`config.mk`:
```
export PLATFORM = sky130hd
export DESIGN_NAME = address_sequencer
export DESIGN_NICKNAME = d
export VERILOG_FILES = /design/src/rtl/address_sequencer.sv
export SDC_FILE = /design/constraint.sdc
export NUM_CORES = 1
export LEC_CHECK = 0
export CORE_ASPECT_RATIO = 0.6
export CORE_MARGIN = 1.5
export CORE_UTILIZATION = 56
export DETAILED_ROUTE_END_ITERATION = 16
export PLACE_DENSITY = 0.83
export SLEW_MARGIN = 40
export SYNTH_ARGS = -nofsm -noshare
export SYNTH_HDL_FRONTEND = slang
export SYNTH_SLANG_ARGS = --single-unit
```
`constraint.sdc`:
```
create_clock -name clk -period 5.6 [get_ports clk]
set_input_delay 1.12 -clock clk [delete_from_list [all_inputs] [get_ports clk]]
set_output_delay 1.12 -clock clk [all_outputs]
set_load 0.05 [all_outputs]
```
`src/rtl/address_sequencer.sv`:
```
`default_nettype none
// ============================================================================
// Module   : address_sequencer
// Brief    : Bounded, triggerable word-address sweep controller for a BRAM port.
//            Define ADDR_SEQ_CONTINUOUS_EN to add the `continuous` re-arm input.
// Revision : 1.0 - initial release
// ============================================================================
module address_sequencer #(
    parameter int COUNT_WIDTH  = 13,
    parameter int PERIOD_WIDTH = 16
) (
    input  logic                    clk,
    input  logic                    resetn,
    input  logic                    start,
    input  logic                    abort,
    input  logic                    trig_en,
    input  logic                    trigger,
`ifdef ADDR_SEQ_CONTINUOUS_EN
    input  logic                    continuous,
`endif
    input  logic [COUNT_WIDTH-1:0]  count_max,
    input  logic [PERIOD_WIDTH-1:0] n_periods,
    output logic [COUNT_WIDTH+1:0]  address,
    output logic                    wen,
    output logic                    first,
    output logic                    last,
    output logic [PERIOD_WIDTH-1:0] period,
    output logic                    busy,
    output logic                    done
);

    typedef enum logic [1:0] {
        S_IDLE  = 2'd0,
        S_ARMED = 2'd1,
        S_RUN   = 2'd2
    } state_t;

    localparam logic [COUNT_WIDTH-1:0]  c_one_cnt = {{(COUNT_WIDTH-1){1'b0}}, 1'b1};
    localparam logic [PERIOD_WIDTH-1:0] c_one_per = {{(PERIOD_WIDTH-1){1'b0}}, 1'b1};

    state_t                  state_q, state_d;
    logic [COUNT_WIDTH-1:0]  count_q, count_d;
    logic [COUNT_WIDTH-1:0]  cm_q, cm_d;
    logic [PERIOD_WIDTH-1:0] period_q, period_d;
    logic [PERIOD_WIDTH-1:0] np_q, np_d;
    logic                    wen_q, wen_d;
    logic                    first_q, first_d;
    logic                    last_q, last_d;
    logic                    busy_q, busy_d;
    logic                    done_q, done_d;

    logic                    w_continuous;
    logic [PERIOD_WIDTH-1:0] w_np_new;

`ifdef ADDR_SEQ_CONTINUOUS_EN
    assign w_continuous = continuous;
`else
    assign w_continuous = 1'b0;
`endif

    assign w_np_new = (n_periods == '0) ? c_one_per : n_periods;

    // count_d/period_d always name the word presented after the coming edge,
    // so the registered markers are derived from the next-state values.
    always_comb begin
        state_d  = state_q;
        count_d  = count_q;
        period_d = period_q;
        cm_d     = cm_q;
        np_d     = np_q;
        done_d   = 1'b0;

        case (state_q)
            S_IDLE: begin
                if (start) begin
                    cm_d     = count_max;
                    np_d     = w_np_new;
                    count_d  = '0;
                    period_d = '0;
                    if (trig_en) state_d = S_ARMED;
                    else         state_d = S_RUN;
                end
            end
            S_ARMED: begin
                if (trigger) state_d = S_RUN;
            end
            S_RUN: begin
                if (count_q == cm_q) begin
                    count_d = '0;
                    if (period_q == np_q - c_one_per) begin
                        period_d = '0;
                        done_d   = 1'b1;
                        if (w_continuous) begin
                            cm_d = count_max;
                            np_d = w_np_new;
                            if (trig_en) state_d = S_ARMED;
                            else         state_d = S_RUN;
                        end else begin
                            state_d = S_IDLE;
                        end
                    end else begin
                        period_d = period_q + c_one_per;
                    end
                end else begin
                    count_d = count_q + c_one_cnt;
                end
            end
            default: state_d = S_IDLE;
        endcase

        if (abort) begin
            state_d  = S_IDLE;
            count_d  = '0;
            period_d = '0;
            done_d   = 1'b0;
        end

        wen_d   = (state_d == S_RUN);
        busy_d  = (state_d != S_IDLE);
        first_d = wen_d && (count_d == '0) && (period_d == '0);
        last_d  = wen_d && (count_d == cm_d) && (period_d == np_d - c_one_per);
    end

    always_ff @(posedge clk or negedge resetn) begin
        if (!resetn) begin
            state_q  <= S_IDLE;
            count_q  <= '0;
            period_q <= '0;
            cm_q     <= '0;
            np_q     <= '0;
            wen_q    <= 1'b0;
            first_q  <= 1'b0;
            last_q   <= 1'b0;
            busy_q   <= 1'b0;
            done_q   <= 1'b0;
        end else begin
            state_q  <= state_d;
            count_q  <= count_d;
            period_q <= period_d;
            cm_q     <= cm_d;
            np_q     <= np_d;
            wen_q    <= wen_d;
            first_q  <= first_d;
            last_q   <= last_d;
            busy_q   <= busy_d;
            done_q   <= done_d;
        end
    end

    assign address = {count_q, 2'b00};
    assign period  = period_q;
    assign wen     = wen_q;
    assign first   = first_q;
    assign last    = last_q;
    assign busy    = busy_q;
    assign done    = done_q;

endmodule
`default_nettype wire

```
**Yosys cells after proc, flatten, opt, wreduce, memory -nomap -nowiden**

Index checks and enable logic that the tools add are counted.

- Word-level logic and storage cells: 55
- Register bits: 65
- Output and inout bits: 36
- Memory bits (writable): 0
- Memories: 0
- ROM bits: 0
- Latch bits: 0
- Input port bits: 35

- Div/mod/pow operators: 0
- Multiplexer cells: 25
- Multiply operators: 0
- Bitwise gates (word level): 0
- Equality and inequality tests: 7
- Shift operators: 0
- Reductions and logical operators: 9
- $lt $le $gt $ge: 0
- $add $sub $neg: 4

Operator list:

| kind | count |
|---|---|
| 2-to-1 mux 16 bit | 7 |
| 2-to-1 mux 13 bit | 5 |
| == test 16 bit | 2 |
| zero test 16 bit | 2 |
| case mux 16 bit (2 select lines) | 1 |
| subtractor 16 x 1 -> 16 bit, second input constant | 2 |
| == test 13 bit | 2 |
| case mux 13 bit (2 select lines) | 1 |
| adder 16 x 1 -> 16 bit, second input constant | 1 |
| adder 13 x 1 -> 13 bit, second input constant | 1 |
| zero test 13 bit | 1 |
| 2-to-1 mux 2 bit | 6 |
| case mux 2 bit (3 select lines) | 1 |
| == test 2 bit, second input constant | 2 |
| logical AND 1 bit | 4 |
| 2-to-1 mux 1 bit | 4 |
| == test 2 x 1 -> 1 bit, second input constant | 1 |
| zero test 2 bit | 1 |
| nonzero test 2 bit | 1 |

**Logic depth before layout (Yosys ltp)**

- Depth in word-level cells: 9
- Depth in mapped cells: 18
- Mapped depth without buffers: 15

**Worst setup path after synthesis**

Ideal clock, no wire load.

- Kind: input-to-reg
- From: input port start
- To: register last_q (netlist: last)
- Setup time: 96 ps
- Buffers on the path: 3
- Data arrival time: 4593 ps
- Slack: 911 ps
- Stages: 16
- Cell sequence: nor3b_1 clkbuf_1 clkbuf_1 clkbuf_1 nor2_1 a21oi_1 ha_1 nor3b_1 mux2i_1 nor2b_1 xor2_1 nor4b_1 o21ai_0 a221o_1 a2111o_1 nor4_2

- Longest elaborated chain between the ends: 6
- Elaborated cells between the ends (all ways): 19
- Those cells by class: 1 x add/sub; 3 x eq/ne; 13 x mux; 2 x reduce/logical

RTL lines:

| item | line | source |
|---|---|---|
| start: declaration | 14 | `input logic start,` |
| branches (longest 5 deep; another with subtractor 16 x 1 -> 16 bit) | n/a |  |
| logical AND 1 bit (*) | 121 | `last_d = wen_d && (count_d == cm_d) && (period_d == np_d - c_one_per);` |
| named net last_d | 48 | `logic last_q, last_d;` |
| end signal: assignment | 144 | `last_q <= last_d;` |
| end: declaration | 48 |  |

Mark *: on every way through the listed nets, which the timed path passes.

**Worst setup path after layout**

Same ends and word-level chain as after synthesis.

==> metrics <==
CP startpoint kind=input port; Peak VDD IR=191 uV; Worst R2R Setup Slack=1.23 ns; Multi-input gate area=3070 um^2; wire per inst=22.5 um; First-pass DRT Iterations=5; Routed Antenna Nets=0; CTS resizes=0; worst hold start=cm_q[1]; Finish-stage setup viols=0; Vias=4940; largest net degree at the start of global routing=42; data required time of the critical path=5.83 ns; Max Root-Sink Buffers=2; Mapped Area=4930 um^2; Seq pwr share=0.354; number of flops mapped to enable cells by yosys=0; FF-to-FF path depth=10; area grow syn2layout=21.9%; first-pass GRT wire length=25900 um; worst r2r src=np_q[4]; r2r endpoint=first; Combinational Power Share=0.263; Hold Path Class=reg -> reg; pwr/cell area=271 nW/um^2; Register Area=1630 um^2; Post-Synthesis Cells=600; Synth Area in Simple Gates=0.291; Max-slew headroom=0.396; CP peak stage delay=0.63 ns; Final Instance Area=6010 um^2; sw power=0.000549 W; CP Capture Type=flip-flop; Seq cells post-synth=65; die height=75.7 um; Clk Tree Root Cell=clkbuf_16; Int Power=0.00108 W; unrepaired setup endpoints after global routing=no; Tmin final=4.72 ns; worst-margin pin slew=0.897 ns; aggregate global routing overflow=0; First DRT Iteration DRCs=638; Post-CTS Hold Fix Bufs=0; initial antenna violation count=0; # H-tree levels=3; mux share of post-synthesis cell area=0.0518; worst path bufs/invs=1; status=finished clean; # IOs=71; final hold viol count=0; post-synth top area cell=dfrtp_1; Netlist cell types=70; max-cap violations=0; setup TNS=0 ns; ys flop type=dfrtp_1; Synth Area per Inst=8.22 um^2; CP cell instances=clkdlybuf4s50_1 > or3b_2 > nor2_1 > o21ai_0 > o21ai_0 > ha_1 > nor3b_1 > mux2i_1 > nor2b_1 > xor2_1 > nor4b_1 > o21ai_0 > a221o_1 > a2111o_1 > nor4_2; hpwl dp=13500 um; CP top delay family=simple AND/OR/NAND/NOR gates; Routed WL=17400 um; post-synthesis xor/xnor area fraction=0.156; Sink Count=65; post-synthesis adder-cell area fraction=0.0101; largest family of logic cells by synthesized area=simple AND/OR/NAND/NOR gates; Die ar.=9400 um^2; number of global-route vias before repair=4426; drc violations=0; hold depth=2; Clock Skew=0.00723 ns; Seq/Total Area, Yosys=0.330; post-synthesis compound-gate area fraction=0.110; placed cell area=5680 um^2; routability cong.=1.03; n_diodes=0; fmax=212 MHz; Top cell by count, worst path=o21ai_0; Clock Latency Late Sink=0.33 ns; GRT Util Overall=0.386; CP startpoint=start; fin nets=693; slowest cell on the critical path=clkdlybuf4s50_1; buffers added on ports=68; leakage=2.40 nW; CTS clk-pin slew, worst paths=0.06 ns; Num CTS Buffers=9; Setup CP Type=in -> reg; synth top area cells=dfrtp_1 (33%), xnor2_1 (11%), nand2_1 (6.2%); fin crit share=0.843; share of the synthesized area in the top cell type=0.330; CP Max Fanout=5; Site Rows=26; ys async rst share=1.00; Min-Delay Endpoint=cm_q[1]; die width=124 um; max-slew violation count=0; Via-to-Cell Ratio=6.41; clock share of power=0.383; postcts setup bufs=0; Initial Util=0.579; WP data arrival=4.95 ns; layout cells sized above 1=0.0698; fillers=718; Ys Warns=0; area of the core=8520 um^2; switching share of power=0.337; CTS tree=yes
[through the flow]
stage	instances	util	setup slack, ns	hold WS (ns)	total power (W)
final	771	0.705	0.880	0.563	0.00163
after global routing	771	0.705	0.467	0.586	0.00170
after CTS	771	0.705	0.926	0.557	0.00161
after detailed placement	755	0.667	0.728	0.543	0.000992
after global placement	754	0.664	0.790	0.527	0.000982
after floorplan	601	-	0.911	0.504	0.000849
[synthesized netlist by cell type (19+ instances only)]
| library cell | instances |
|---|---|
| xor2_1 | 26 |
| nor2_1 | 48 |
| dfrtp_1 | 65 |
| inv_1 | 23 |
| nor3_1 | 26 |
| nand4_1 | 22 |
| nand3_1 | 26 |
| xnor2_1 | 62 |
| nand2_1 | 82 |
| clkbuf_1 | 25 |
| mux2i_1 | 21 |
| nor4_1 | 22 |
| a21oi_1 | 19 |
[power by group through the flow]
stage	logic [W]	clock network (W)	registers, W
after global placement	0.000404	0	0.000578
after CTS	0.000417	0.000624	0.000573
after floorplan	0.000287	0	0.000562
final	0.000429	0.000624	0.000577
after detailed placement	0.000412	0	0.000580
after global routing	0.000462	0.000652	0.000581
[worst register-to-register path, stage by stage, from the launching register on]
cell and delay [ns]:
dfrtp_1 0.46, nor3_1 0.60, nand4_1 0.26, xnor2_1 0.37
nand4_1 0.12, or4b_1 0.79, o21ai_4 0.43, nor2_1 0.24
nor4_1 0.32, nand3_1 0.12, nor4_1 0.49
[worst max path at each step]
stage / to / slack [ns] / cells after the start
after global placement: last / 0.79 / 14
after floorplan: last / 0.91 / 16
after CTS: last / 0.93 / 14
final: last / 0.88 / 15
after global routing: last / 0.47 / 15
after detailed placement: last / 0.73 / 14
[registers in the layout, summed over array words and instances (netlist names)]
name and flops:
done 1, wen 1, period 16, first 1, cm_q 13, np_q 16, state_q 2, count_q 13
last 1, busy 1
[layout by cell type, fill, tap and decap left out, types with 5 or more instances in the layout]
cell type        netlist  final
nand3_1               26     26
clkbuf_16              0      9
o21ai_0               17     16
a31oi_1                9      9
buf_4                  2      9
nand4_1               22     22
nor3_1                26     26
nor4_1                22     22
or3_1                  5      5
xor2_1                26     26
clkdlybuf4s50_1        0     67
nor2b_1                5      5
a21oi_1               19     19
dfrtp_1               65     65
nor2_1                48     47
inv_1                 23     23
mux2i_1               21     21
xnor2_1               62     62
nand2_1               82     82
[per-layer routing]
| layer | wire [um] | track usage |
|---|---|---|
| met1 | 7760 | 0.579 |
| met3 | 3070 | 0.212 |
| met2 | 6380 | 0.480 |
| met5 | 0 | 0.00521 |
| met4 | 136 | 0.0606 |
[layout make-up]
cell class | count | area share
Multi-Input combinational cell | 477 | 0.510
Tap cell | 112 | 0.0233
Clock inverter | 6 | 0.0150
Timing Repair Buffer | 78 | 0.127
Inverter | 23 | 0.0144
Clock buffer | 10 | 0.0398
Sequential cell | 65 | 0.271
[cells by family (layout without fill, tap and decap cells)]
logic type / count (synthesis) / count (layout)
other: 1 / 2
xor gates and xnor gates: 88 / 88
buffers and inverters: 59 / 117
AOI/OAI and AO/OA: 80 / 80
muxes: 25 / 25
and+or+nand+nor: 278 / 278
DFF: 65 / 65
adders and majority gates: 4 / 4
No activity file was read; power rests on OpenSTA's default activity.
